--- config.mk ---
export PLATFORM = sky130hd
export DESIGN_NAME = shift_sequencer_flat
export DESIGN_NICKNAME = d
export VERILOG_FILES = /design/src/rtl/shift_pkg.sv /design/src/rtl/shift_sequencer_if.sv /design/src/rtl/shift_step.sv /design/src/rtl/shift_sequencer.sv /design/src/flat_wrapper.sv
export SDC_FILE = /design/constraint.sdc
export NUM_CORES = 1
export LEC_CHECK = 0
export CAP_MARGIN = 40
export CORE_MARGIN = 4
export CORE_UTILIZATION = 40
export DETAILED_ROUTE_END_ITERATION = 10
export GPL_ROUTABILITY_DRIVEN = 0
export PLACE_DENSITY = 0.67
export RECOVER_POWER = 50
export SLEW_MARGIN = 20
export SYNTH_ARGS = -nofsm -noshare
export SYNTH_HDL_FRONTEND = slang
export SYNTH_SLANG_ARGS = --single-unit
--- constraint.sdc ---
create_clock -name clk -period 1.81 [get_ports clk]
set_input_delay 0.362 -clock clk [delete_from_list [all_inputs] [get_ports clk]]
set_output_delay 0.362 -clock clk [all_outputs]
set_load 0.05 [all_outputs]
--- src/rtl/shift_pkg.sv ---
// Shared types and sizing for the multi-cycle shift sequencer.
//   Bus_size    : operand/result width
//   Shamt_w     : shift-amount width
//   shift_op_t  : shift operation encoding (OP_RSVD executes as SLL)
//   seq_state_t : sequencer FSM states
package shift_pkg;

   localparam int unsigned Bus_size = 32;
   localparam int unsigned Shamt_w  = $clog2(Bus_size);

   typedef enum logic [1:0] {
      OP_SLL  = 2'b00,
      OP_SRL  = 2'b01,
      OP_SRA  = 2'b10,
      OP_RSVD = 2'b11
   } shift_op_t;

   typedef enum logic [1:0] {
      S_IDLE  = 2'b00,
      S_SHIFT = 2'b01,
      S_DONE  = 2'b10
   } seq_state_t;

endpackage

--- src/rtl/shift_sequencer_if.sv ---
// Request/response bundle between the execute stage and the shift sequencer.
//   start, op, shamt, operand : request, driven by the master (execute stage)
//   busy, done, result        : status/response, driven by the slave (sequencer)
interface shift_sequencer_if;
   import shift_pkg::*;

   logic                 start;
   shift_op_t            op;
   logic [Shamt_w-1:0]   shamt;
   logic [Bus_size-1:0]  operand;
   logic                 busy;
   logic                 done;
   logic [Bus_size-1:0]  result;

   modport master (
      output start, op, shamt, operand,
      input  busy, done, result
   );

   modport slave (
      input  start, op, shamt, operand,
      output busy, done, result
   );

endinterface

--- src/rtl/shift_step.sv ---
// Combinational single-position shift used once per sequencer cycle.
//   shift_in  : value to shift
//   op        : SLL / SRL / SRA (reserved encoding behaves as SLL)
//   shift_out : value shifted by exactly one bit position
module shift_step
   import shift_pkg::*;
#(
   parameter int unsigned Bus_size = shift_pkg::Bus_size
) (
   input  logic [Bus_size-1:0] shift_in,
   input  shift_op_t           op,
   output logic [Bus_size-1:0] shift_out
);

   // One-bit shift; left shift is the default so OP_RSVD falls through to SLL
   always_comb begin
      shift_out = {shift_in[Bus_size-2:0], 1'b0};
      case (op)
         OP_SRL:  shift_out = {1'b0, shift_in[Bus_size-1:1]};
         OP_SRA:  shift_out = {shift_in[Bus_size-1], shift_in[Bus_size-1:1]};
         default: shift_out = {shift_in[Bus_size-2:0], 1'b0};
      endcase
   end

endmodule

--- src/rtl/shift_sequencer.sv ---
// Multi-cycle SLL/SRL/SRA controller: shifts a registered operand one bit per
// clock until the requested amount is consumed, then pulses done.
//   clk    : rising-edge clock
//   rst_n  : synchronous active-low reset
//   bus    : slave side of shift_sequencer_if
//            start/op/shamt/operand sampled only on the accepting edge in IDLE
//            busy   = state != IDLE
//            done   = one-cycle pulse in the DONE state
//            result = accumulator, held until the next accepted start
module shift_sequencer
   import shift_pkg::*;
(
   input  logic               clk,
   input  logic               rst_n,
   shift_sequencer_if.slave   bus
);

   seq_state_t          state_q, state_d;
   logic [Bus_size-1:0] acc_q,   acc_d;
   logic [Shamt_w-1:0]  cnt_q,   cnt_d;
   shift_op_t           op_q,    op_d;
   logic [Bus_size-1:0] step_out;

   // Single-step shifter fed from the registered accumulator and operation
   shift_step #(
      .Bus_size (Bus_size)
   ) u_step (
      .shift_in  (acc_q),
      .op        (op_q),
      .shift_out (step_out)
   );

   // State and datapath registers
   always_ff @(posedge clk) begin
      if (!rst_n) begin
         state_q <= S_IDLE;
         acc_q   <= '0;
         cnt_q   <= '0;
         op_q    <= OP_SLL;
      end else begin
         state_q <= state_d;
         acc_q   <= acc_d;
         cnt_q   <= cnt_d;
         op_q    <= op_d;
      end
   end

   // Next-state and datapath update; registers hold unless explicitly changed
   always_comb begin
      state_d = state_q;
      acc_d   = acc_q;
      cnt_d   = cnt_q;
      op_d    = op_q;

      case (state_q)
         S_IDLE: begin
            if (bus.start) begin
               acc_d   = bus.operand;
               op_d    = bus.op;
               cnt_d   = bus.shamt;
               // A zero shift amount skips SHIFT and reports the operand as-is
               state_d = (bus.shamt != '0) ? S_SHIFT : S_DONE;
            end
         end
         S_SHIFT: begin
            acc_d = step_out;
            cnt_d = cnt_q - Shamt_w'(1);
            // Exit on the last step so cnt never wraps below zero
            if (cnt_q == Shamt_w'(1)) begin
               state_d = S_DONE;
            end
         end
         S_DONE: begin
            state_d = S_IDLE;
         end
         default: begin
            state_d = S_IDLE;
         end
      endcase
   end

   // Outputs decoded purely from registered state
   assign bus.busy   = (state_q != S_IDLE);
   assign bus.done   = (state_q == S_DONE);
   assign bus.result = acc_q;

endmodule

--- src/flat_wrapper.sv ---
// flat-port wrapper written by rule: the top's interface ports become plain ports
module shift_sequencer_flat import shift_pkg::*;
  (clk, rst_n, bus_start, bus_op, bus_shamt, bus_operand, bus_busy, bus_done, bus_result);
  shift_sequencer_if bus_i ();
  input  logic clk;
  input  logic rst_n;
  input wire logic [$bits(bus_i.start)-1:0] bus_start;
  input wire logic [$bits(bus_i.op)-1:0] bus_op;
  input wire logic [$bits(bus_i.shamt)-1:0] bus_shamt;
  input wire logic [$bits(bus_i.operand)-1:0] bus_operand;
  output wire logic [$bits(bus_i.busy)-1:0] bus_busy;
  output wire logic [$bits(bus_i.done)-1:0] bus_done;
  output wire logic [$bits(bus_i.result)-1:0] bus_result;
  assign bus_i.start = bus_start;
  assign bus_i.op = bus_op;
  assign bus_i.shamt = bus_shamt;
  assign bus_i.operand = bus_operand;
  assign bus_busy = bus_i.busy;
  assign bus_done = bus_i.done;
  assign bus_result = bus_i.result;
  shift_sequencer u_core (.clk(clk), .rst_n(rst_n), .bus(bus_i));
endmodule
==> load_flow_metrics.sql <==
INSERT INTO impl_metrics (metric_group, metric, value, unit) VALUES
('outcome', 'status', 'finished, final reports clean', ''),
('route', 'detail_route.vias_per_cell', '6.05', ''),
('run', 'cap_viol_max_count', '0', ''),
('final_layout', 'seq_area', '821', 'um2'),
('clock_tree', 'numCtsBuffers', '5', ''),
('worst_setup_path', 'timing.critical_path.required', '2050', 'ps'),
('clock_tree', 'clkSinkCount', '41', ''),
('synth', 'synth_enable_flop_cells', '0', ''),
('worst_setup_path', 'type_of_element_capturing_the_critical_path', 'register', ''),
('timing', 'grt_setup_unrepaired', 'yes', ''),
('synth', 'synth-main-ff-cell', 'dfxtp_1', ''),
('timing', 'hold_slack', '479', 'ps'),
('final_layout', 'nets', '379', ''),
('synth', 'post_synth_inst_count', '261', ''),
('worst_setup_path', 'setup.reg_to_reg.worst_slack', '120', 'ps'),
('final_layout', 'mostFrequentLayoutCell', 'dfxtp_1', ''),
('route', 'finalWirelength', '7250', 'um'),
('synth', 'synth_cell_types', '41', ''),
('timing', 'slew_at_the_pin_closest_to_its_max_slew_limit', '635', 'ps'),
('worst_setup_path', 'critical_path_top_delay_cell', 'dfxtp_1', ''),
('global_route', 'initial_antenna_violation_count', '0', ''),
('synth', 'yosysTopAreaCellShare', '35.9', '%'),
('clock_tree', 'htreeDepth', '2', ''),
('placement', 'place_hpwl', '4990', 'um'),
('die', 'die_width', '83.6', 'um'),
('final_layout', 'diodes', '0', ''),
('worst_setup_path', 'worst_setup_path_start_kind', 'register', ''),
('clock_tree', 'ctsLongestPathBuffers', '2', ''),
('synth', 'syn_area', '2290', 'um2'),
('power_and_ir_drop', 'post-layout-total-power', '2.96', 'mW'),
('synth', 'mean_cell_area_of_the_mapped_netlist', '8.76', 'um2'),
('timing', 'timing.final.crit_share', '93.4', '%'),
('global_route', 'grt_start_max_net_pins', '33', ''),
('route', 'residual_drc', '0', ''),
('final_layout', 'area.growth.synth_to_final', '31.5', '%'),
('worst_setup_path', 'critical_path.n_buffers_inverters', '2', ''),
('die', 'io-pin-count', '76', ''),
('final_layout', 'fillerInstances', '564', ''),
('synth', 'netlist.top_cell.by_area', 'dfxtp_1', ''),
('final_layout', 'finalCoreUtilization', '54.3', '%'),
('worst_setup_path', 'critical_path_class', 'reg2reg', ''),
('worst_setup_path', 'timing.critical_path.depth', '6', ''),
('worst_setup_path', 'critical_path.max_fanout', '32', ''),
('worst_setup_path', 'crit_end', 'u_core.bus.result[31]', ''),
('die', 'start_util', '41.3', '%'),
('timing', 'hold_violations', '0', ''),
('route', 'via_count', '2446', ''),
('clock_tree', 'cts_tree', 'yes', ''),
('placement', 'quantity_of_i_o_buffers_inserted_on_ports', '75', ''),
('synth', 'yosysSeqAreaShare', '35.9', '%'),
('final_layout', 'area_of_combinational_cells_with_multiple_inputs', '1260', 'um2'),
('synth', 'largest_cells_by_area_after_synthesis', 'dfxtp_1 36%, a221oi_1 11%, o31ai_1 9.5%', ''),
('synth', 'async_flop_share', '0', '%'),
('die', 'row_count', '27', ''),
('worst_setup_path', 'timing.rr.start', 'u_core.op_q[0]', ''),
('timing', 'setup-violations-final', '0', ''),
('route', 'post_drt_wl_per_cell', '17.9', 'um'),
('timing', 'worst_slew_margin_rel', '57.8', '%'),
('worst_setup_path', 'reg2regPathDepth', '6', ''),
('final_layout', 'final_layout_size_suffix_gt1_share', '11.4', '%'),
('route', 'drt.antenna.violating_nets', '0', ''),
('route', 'first_iter_violations', '128', ''),
('global_route', 'grt_pass1_vias', '2354', ''),
('hold_path', 'hold_path_cells', '2', ''),
('worst_setup_path', 'crit_path_cell_trace', 'inv_1, ha_1, buf_4, a21oi_1, a221oi_1, o21a_1', ''),
('hold_path', 'min-delay-path-class', 'reg2reg', ''),
('die', 'chipHeight', '83.6', 'um'),
('route', 'detail_route.first_pass.iterations', '4', ''),
('global_route', 'grt_util_all_layers', '20.1', '%'),
('power_and_ir_drop', 'cellPowerDensity', '985', 'nW/um2'),
('global_route', 'grt_first_pass_wirelength', '11800', 'um');
[worst min-delay path by stage]
stage | startpoint | endpoint | slack [ps]
after global placement | u_core.op_q[0] | u_core.op_q[0] | 470
after CTS | u_core.op_q[0] | u_core.op_q[0] | 480
final | u_core.op_q[0] | u_core.op_q[0] | 480
after detailed placement | u_core.op_q[0] | u_core.op_q[0] | 470
after floorplan | u_core.op_q[0] | u_core.op_q[0] | 450
after global routing | u_core.op_q[0] | u_core.op_q[0] | 510
[layout make-up]
class	instances	share of cell area [%]
clock buffer	7	2.87
inverter	8	0.999
multi-input combinational	182	41.8
sequential	41	27.3
tap	72	3.00
timing repair buffer	94	24.0
[registers in the layout, indices dropped and copies added, names as in the netlist]
register,count
u_core.bus.result,32
u_core.op_q,2
u_core.state_q,2
u_core.cnt_q,5
[synthesized netlist by cell type, types with 2 or more instances]
master and n:
nor3b_1 3, a221oi_1 30, nor2_1 2, nand2b_1 4, dfxtp_1 41, ha_1 5
buf_4 2, buf_6 8, o21a_1 2, clkbuf_1 10, nand3_1 32, nor3_1 2
nand2_1 7, a21o_1 2, a211oi_1 3, buf_2 11, a21oi_1 37, o31ai_1 29
inv_1 7, a31oi_1 2, nand3b_1 2
[routing by layer]
metal / GRT usage (%) / up-vias / share of wire (%) / wire, um
met1: 28.6 / 1174 / 46 / 3360
met5: 0 / - / 0 / 0
met4: 7.46 / 0 / 1.3 / 92
met3: 3.06 / 8 / 6.5 / 469
li1: - / 1164 / - / -
met2: 30.7 / 100 / 46 / 3320
[logic make-up (layout without fill, tap and decap cells)]
kind of cell	count (synthesis)	count (layout)	synth area share (%)
adders and majority gates	5	5	2.74
DFF	41	41	35.9
buffers and inverters	39	109	9.96
AOI/OAI and AO/OA	118	119	37.4
and+or+nand+nor	58	58	14.0
[worst reg2reg max path, delay by kind of cell, from the launching register on]
| family | cells | cell delay (ps) |
|---|---|---|
| AO/OA/AOI/OAI | 3 | 550 |
| adder cells (fa/ha/maj) | 1 | 330 |
| buffers and inverters | 2 | 410 |
| flip-flops | 1 | 360 |
[per-stage QoR]
| step | setup WS (ps) | setup TNS [ps] | cells | cell area (um2) |
|---|---|---|---|---|
| after floorplan | 251 | 0 | 261 | 2290 |
| after global placement | 42.0 | 0 | 396 | 3030 |
| after detailed placement | 9.57 | 0 | 396 | 3030 |
| after CTS | 97.6 | 0 | 403 | 3110 |
| after global routing | -8.28 | -8.28 | 404 | 3010 |
| final | 119 | 0 | 404 | 3010 |
[power breakdown]
part           internal, mW  switching [mW]  total (mW)
sequential             1.03           0.137        1.16
clock                 0.303           0.320       0.623
combinational         0.395           0.778        1.17
[repair_timing]
action | CTS | global route
endpoints found under the setup margin | 0 | 15
hold buffers | 0 | 0
resized for setup | 0 | 1
(Power assumes the default switching activity.)
